**src/rtl/if_inst_queue_pkg.sv**
```systemverilog
// Shared types and defaults for the fetch-to-dispatch instruction queue.
package if_inst_queue_pkg;

   localparam int XLEN             = 32;
   localparam int INST_QUEUE_DEPTH = 8;
   localparam int INST_QUEUE_SKID  = 1;

   typedef struct packed {
      logic            valid;
      logic [XLEN-1:0] PC;
      logic [XLEN-1:0] NPC;
      logic [31:0]     inst;
   } IF_ID_PACKET;

endpackage

```
**src/rtl/if_inst_queue_fifo_ctrl.sv**
```systemverilog
// Pointer, occupancy and handshake control for the instruction queue.
module if_inst_queue_fifo_ctrl #(
   parameter int DEPTH = 8,
   parameter int PW    = $clog2(DEPTH),
   parameter int CW    = $clog2(DEPTH + 1)
) (
   input  logic          clock,
   input  logic          reset,
   input  logic          flush,
   input  logic          enq_valid,
   input  logic          deq_ready,
   output logic          do_push,
   output logic          do_pop,
   output logic          full,
   output logic          empty,
   output logic [PW-1:0] head,
   output logic [PW-1:0] tail,
   output logic [CW-1:0] count,
   output logic [CW-1:0] count_next
);

   localparam logic [CW-1:0] FULL_LEVEL = CW'(DEPTH);

   logic [PW-1:0] head_reg, head_next;
   logic [PW-1:0] tail_reg, tail_next;
   logic [CW-1:0] count_reg;

   assign full  = (count_reg == FULL_LEVEL);
   assign empty = (count_reg == '0);

   // A pop on the same edge frees the slot, so a full queue may still accept.
   assign do_pop  = !empty && deq_ready && !flush;
   assign do_push = enq_valid && !flush && (!full || do_pop);

   always_comb begin
      head_next  = head_reg;
      tail_next  = tail_reg;
      count_next = count_reg;
      if (flush) begin
         head_next  = '0;
         tail_next  = '0;
         count_next = '0;
      end else begin
         if (do_pop)
            head_next = head_reg + PW'(1);
         if (do_push)
            tail_next = tail_reg + PW'(1);
         count_next = count_reg + CW'(do_push) - CW'(do_pop);
      end
   end

   always_ff @(posedge clock) begin
      if (reset) begin
         head_reg  <= '0;
         tail_reg  <= '0;
         count_reg <= '0;
      end else begin
         head_reg  <= head_next;
         tail_reg  <= tail_next;
         count_reg <= count_next;
      end
   end

   assign head  = head_reg;
   assign tail  = tail_reg;
   assign count = count_reg;

endmodule

```
**src/rtl/if_inst_queue.sv**
```systemverilog
// Instruction fetch queue: buffers fetch packets in order for dispatch, throttles
// fetch via a registered enable and drops everything on a certain-branch flush.
module if_inst_queue
   import if_inst_queue_pkg::*;
#(
   parameter int DEPTH = INST_QUEUE_DEPTH,
   parameter int SKID  = INST_QUEUE_SKID,
   parameter int CW    = $clog2(DEPTH + 1)
) (
   input  logic          clock,
   input  logic          reset,
   input  IF_ID_PACKET   if_packet_in,
   output logic          if_valid,
   input  logic          flush,
   input  logic          dispatch_ready,
   output IF_ID_PACKET   out_packet,
   output logic [CW-1:0] count,
   output logic          overflow_err
);

   localparam int PW = $clog2(DEPTH);
   // Fetch enable is registered, so stop it early enough to land the in-flight packet.
   localparam logic [CW-1:0] FETCH_STOP_LEVEL = CW'(DEPTH - SKID);

   IF_ID_PACKET storage [DEPTH];

   logic          do_push, do_pop, full, empty;
   logic [PW-1:0] head, tail;
   logic [CW-1:0] count_next;
   logic          if_valid_reg;
   logic          overflow_reg;

   if_inst_queue_fifo_ctrl #(.DEPTH(DEPTH), .PW(PW), .CW(CW)) u_ctrl (
      .clock      (clock),
      .reset      (reset),
      .flush      (flush),
      .enq_valid  (if_packet_in.valid),
      .deq_ready  (dispatch_ready),
      .do_push    (do_push),
      .do_pop     (do_pop),
      .full       (full),
      .empty      (empty),
      .head       (head),
      .tail       (tail),
      .count      (count),
      .count_next (count_next)
   );

   always_ff @(posedge clock) begin
      if (do_push)
         storage[tail] <= if_packet_in;
   end

   always_comb begin
      out_packet       = storage[head];
      out_packet.valid = !empty;
   end

   always_ff @(posedge clock) begin
      if (reset) begin
         if_valid_reg <= 1'b1;
         overflow_reg <= 1'b0;
      end else begin
         if_valid_reg <= (count_next < FETCH_STOP_LEVEL);
         if (if_packet_in.valid && full && !dispatch_ready && !flush)
            overflow_reg <= 1'b1;
      end
   end

   assign if_valid     = if_valid_reg;
   assign overflow_err = overflow_reg;

endmodule

```
**config.mk**
```make
export PLATFORM = sky130hd
export DESIGN_NAME = if_inst_queue
export DESIGN_NICKNAME = d
export VERILOG_FILES = /design/src/rtl/if_inst_queue_pkg.sv /design/src/rtl/if_inst_queue_fifo_ctrl.sv /design/src/rtl/if_inst_queue.sv
export SDC_FILE = /design/constraint.sdc
export NUM_CORES = 1
export LEC_CHECK = 0
export BUFFER_PORTS_ARGS = -buffer_cell sky130_fd_sc_hd__buf_2
export CAP_MARGIN = 0
export CORE_MARGIN = 1.5
export CORE_UTILIZATION = 30
export DETAILED_ROUTE_END_ITERATION = 8
export HOLD_SLACK_MARGIN = 0.15
export SLEW_MARGIN = 20
export SYNTH_ARGS = -nofsm -noshare
export SYNTH_HDL_FRONTEND = slang
export SYNTH_SLANG_ARGS = --single-unit
export TNS_END_PERCENT = 30
```
**constraint.sdc**
```tcl
create_clock -name clock -period 15.9 [get_ports clock]
set_clock_uncertainty 0.2 [all_clocks]
set_input_delay 0.795 -clock clock [delete_from_list [all_inputs] [get_ports clock]]
set_output_delay 0.795 -clock clock [all_outputs]
set_load 0.02 [all_outputs]
```
Word-level counts from Yosys, hierarchy flattened
Memories as Yosys holds them, arrays and structs flattened. A register that Yosys moved wholly into a read port is not among the register bits.
Index checks and enable logic that the tools add are counted.
{"block": "classes", "n_reduce_logical": 14, "n_addsub": 4, "eq_ne": 1, "n_mux": 5, "n_lt_le_gt_ge": 1}
{"cell": "logical AND 1 bit", "n": 7}
{"cell": "adder 3 x 1 -> 3 bit, second input constant", "n": 2}
{"cell": "two-way mux 3 bit", "n": 2}
{"cell": "adder 4 x 1 -> 4 bit", "n": 1}
{"cell": "equality test 4 bit, second input constant", "n": 1}
{"cell": "zero test 1 bit", "n": 4}
{"cell": "zero test 4 bit", "n": 1}
{"cell": "< comparator 4 x 3 -> 1 bit, second input constant", "n": 1}
{"cell": "two-way mux 4 bit", "n": 1}
{"cell": "subtractor 4 x 1 -> 4 bit", "n": 1}
{"cell": "two-way mux 1 bit", "n": 2}
{"cell": "OR reduction 2 bit", "n": 1}
{"cell": "logical OR 1 bit", "n": 1}
{"block": "word_totals", "ram_bits": 776, "memories": 1, "reg_bits": 12, "inputBits": 101, "output_inout_bits": 103, "elab_cells": 31}
{"memory": "storage", "depth": 8, "width": 97, "rd": 1, "rd_ports_with_merged_regs": 1, "write_ports": 1, "line_no": "if_inst_queue.sv:25", "text": "IF_ID_PACKET storage [DEPTH];"}

Depth between registers and ports, before layout
{"block": "depth", "word_depth": 10, "mapped_depth": 10, "mapped_depth_nobuf": 10}

Cells and area by module
A second synthesis with hierarchy kept.
{"block": "unflattened", "hier_cells": 1204, "area_unflattened_um2": 29610.9}
{"module": "if_inst_queue", "cells_per_inst": 1131, "seq_area_each_um2": 23102.2, "area_per_inst_um2": 28960.3, "instances": 1}
{"module": "if_inst_queue_fifo_ctrl", "cells_per_inst": 73, "seq_area_each_um2": 200.2, "area_per_inst_um2": 650.6, "instances": 1}

Worst setup path before layout
Ideal clock, no wire load.
{"block": "synth_timing", "kind": "input to register", "startpoint": "input flush", "endpoint": "memory storage[0][0] (netlist name) (enable)", "setup_ns": 0.786, "t_arrival_ns": 10.519, "slack_ns": 4.395, "stages": 3, "required_ns": 14.914, "path_buffers": 0, "cell_sequence": "or3b_2 a21o_1 nor4_1"}
{"block": "synth_between", "elab_chain_cells": 6, "word_cells_on_any_way": 7, "classes_between": "mux: 2; reduce/logical: 5"}
{"item": "start: declaration", "line_no": "if_inst_queue.sv:14", "text": "input logic flush,"}
{"item": "zero test 1 bit (*)", "line_no": "if_inst_queue_fifo_ctrl.sv:32, if_inst_queue_fifo_ctrl.sv:33"}
{"item": "logical AND 1 bit", "line_no": "if_inst_queue_fifo_ctrl.sv:32", "text": "assign do_pop = !empty && deq_ready && !flush;"}
{"item": "logical OR 1 bit", "line_no": "if_inst_queue_fifo_ctrl.sv:33", "text": "assign do_push = enq_valid && !flush && (!full || do_pop);"}
{"item": "logical AND 1 bit (*)", "line_no": "if_inst_queue_fifo_ctrl.sv:33"}
{"item": "two-way mux 1 bit (*)", "line_no": "if_inst_queue.sv:50", "text": "if (do_push)"}
{"item": "two-way mux 1 bit (not written as such) (*)", "line_no": "if_inst_queue.sv:51", "text": "storage[tail] <= if_packet_in;"}
{"item": "end: declaration", "line_no": "if_inst_queue.sv:25"}
Mark *: on every way between the ends. The rest lies on a longest branch, timed or not.

==> flow_metrics.tcl <==
set metrics [dict create \
    outcome "completed" \
    via_count 13250 \
    crit_type "reg2out" \
    wl_per_cell_um 21.97 \
    hold_class "in2reg" \
    ant_nets 0 \
    routed_via_density 4.706 \
    finalNetCount 1573 \
    synth-seq-area-share_pct 78.82 \
    clk_pin_slew_ns 0.06 \
    power.density_nw_per_um2 123.2 \
    tns_ns 0 \
    chipWidth_um 317.3 \
    drive_above_1_share_pct 42.54 \
    start_util_pct 30.20 \
    cts_buffers 84 \
    grt_max_degree 138 \
    io_buffers 203 \
    dieArea_um2 100700 \
    postSynthAreaPerCell_um2 24.62 \
    period_needed_ns 4.430 \
    std_cell_rows 115 \
    synth_area_leader_cell "edfxtp_1" \
    finalCritPeriodShare_pct 27.86 \
    cts_setup_buffers 0 \
    synth_warnings 0 \
    cts_tree "yes" \
    insertion_delay_ns 0.64 \
    required_ns 14.91 \
    route.detailed.drc 0 \
    p_leak_nw 10.81 \
    synthTopCellsByArea "edfxtp_1 78%, mux4_2 15%, mux2_2 3.6%" \
    synth_flop_cell "edfxtp_1" \
    routabilityCongestion 0.7335 \
    ir_drop_mv 0.08346 \
    async_reset_ff_share_pct 0 \
    dr.pass1.iters 4 \
    yosysMostFrequentCell "edfxtp_1" \
    setup_viol 0 \
    cp_max_fo 106 \
    cap_viol_max_count 0 \
    cts_root_buffer "clkbuf_16" \
    holdWs_ns 0.2269 \
    synth_top_area_share_pct 77.81 \
    synth_common_cells "768 x edfxtp_1, 192 x mux4_2, 96 x mux2_2, 24 x clkbuf_1, 20 x buf_6" \
    clock_tree.buffer_depth 3 \
    grt_pass1_wl_mm 90.25 \
    dieHeight_um 317.3 \
    ys_ff_latch 783 \
    routed_wl_mm 61.86 \
    grt_pass1_vias 14300 \
    largest_reg_flops 768 \
    gr-total-overflow 0 \
    syn_area_um2 29640 \
    area_growth_pct 17.57 \
    core_um2 98130 \
    htreeDepth 3 \
    synth_cells 1204 \
    endpoint_kind "primary output" \
    fmax_mhz 225.8 \
    syn_nets 1313 \
    io_pins 204 \
    cts.sinks 783 \
    num-fill-cells 9017 \
    synth_edf_count 768 \
    rsz0062_at_grt "false" \
    arrival_ns 3.43 \
    grt_usage_pct 12.21 \
    antenna_found_initial 13 \
    slew_headroom_pct 25.67 \
    tightest_slew_ns 1.115 \
    post-dp-hpwl_mm 32.70 \
    yosysUniqueCellTypes 37 \
    cts_resized 0 \
    diodes 0 \
    critPathLaunchType "flip-flop" \
    final_hold_viol_count 0 \
    drv_slew 0 \
    drtIter0Drc 1082 \
]
## metal layers
| layer | vias to the layer above | global-route usage, % | part of all wire [%] |
|---|---|---|---|
| met5 | - | 0 | 0.18 |
| met4 | 18 | 4.168 | 2.3 |
| met2 | 322 | 19.56 | 48 |
| li1 | 5672 | - | - |
| met1 | 7124 | 16.02 | 43 |
| met3 | 110 | 3.332 | 6.1 |
## layout make-up
cell class / count / area, µm² / area share [%]
Inverter: 6 / 22.52 / 0.06463
Sequential cell: 783 / 23370 / 67.08
Clock inverter: 39 / 327.8 / 0.9408
Tap cell: 1287 / 1610 / 4.621
Clock buffer: 111 / 2296 / 6.589
Multi-Input combinational cell: 360 / 5944 / 17.06
Timing Repair Buffer: 229 / 1271 / 3.648
## final timing paths
path                                  startpoint              to  slack [ns]  depth (start not counted)
worst max-delay path                   flip-flop  out_packet[89]       11.47                          4
worst min-delay path            if_packet_in[42]  storage[1][42]        0.23                          1
worst max register to register   u_ctrl.count[2]  storage[6][63]       11.78                          7
worst min register to register      overflow_err    overflow_err        0.28                          2
## cell usage in the layout, fill, tap and decap left out, drive strengths merged
master and n:
o31ai 1, a21oi 7, or3b 3, edfxtp 768, nand3b 1, nor2 9, o21a 1, clkinvlp 1
and2 2, a21o 1, fa 1, clkinv 28, mux2i 3, xnor2 1, nor3 2, o21ai 5
dlygate4sd3 1, o21ba 1, nor2b 1, or2 1, nand2b 2, mux2 96, inv 12, buf 228
ha 7, nand3 1, clkbuf 111, or4 1, a31oi 1, a211oi 1, nor3b 3, or3 4
o22ai 1, o211a 1, dfxtp 15, bufinv 4, nand2 8, nor4 2, mux4 192
## where the power goes
part	switching (mW)	internal [mW]	total, mW
sequential	0.00555	2.28	2.29
combinational	0.0880	0.0568	0.145
clock	0.775	1.08	1.86
## logic make-up after synthesis
group	after synthesis	share of synthesized area (%)
fa+ha+maj	8	0.3630
xor+xnor	1	0.02955
mux	291	18.34
buf+inv	61	1.300
flops	783	78.82
compound gates	20	0.4137
simple gates	40	0.7345
## critical path, stage by stage, from the launching register on
cell	delay, ns
dfxtp_4	0.86
buf_12	0.71
mux4_2	0.60
mux2_2	0.29
buf_2	0.16
## timing repair
item | CTS | global route
hold endpoints to repair | 1 | 0
hold buffers | 1 | 0
endpoints found under the setup margin | 0 | 0
## per-stage QoR
stage	area [µm²]	std cells	setup WS [ns]	util (%)	power, mW
2_1_floorplan	29640	1204	4.395	-	2.417
3_3_place_gp	32180	2663	11.38	32.80	2.474
3_5_place_dp	32180	2663	11.37	32.80	2.481
4_1_cts	34820	2814	11.14	35.48	4.352
5_1_grt	34850	2815	11.15	35.51	4.434
6_report	34850	2815	11.47	35.51	4.292
No activity file was read; power rests on OpenSTA's default activity.
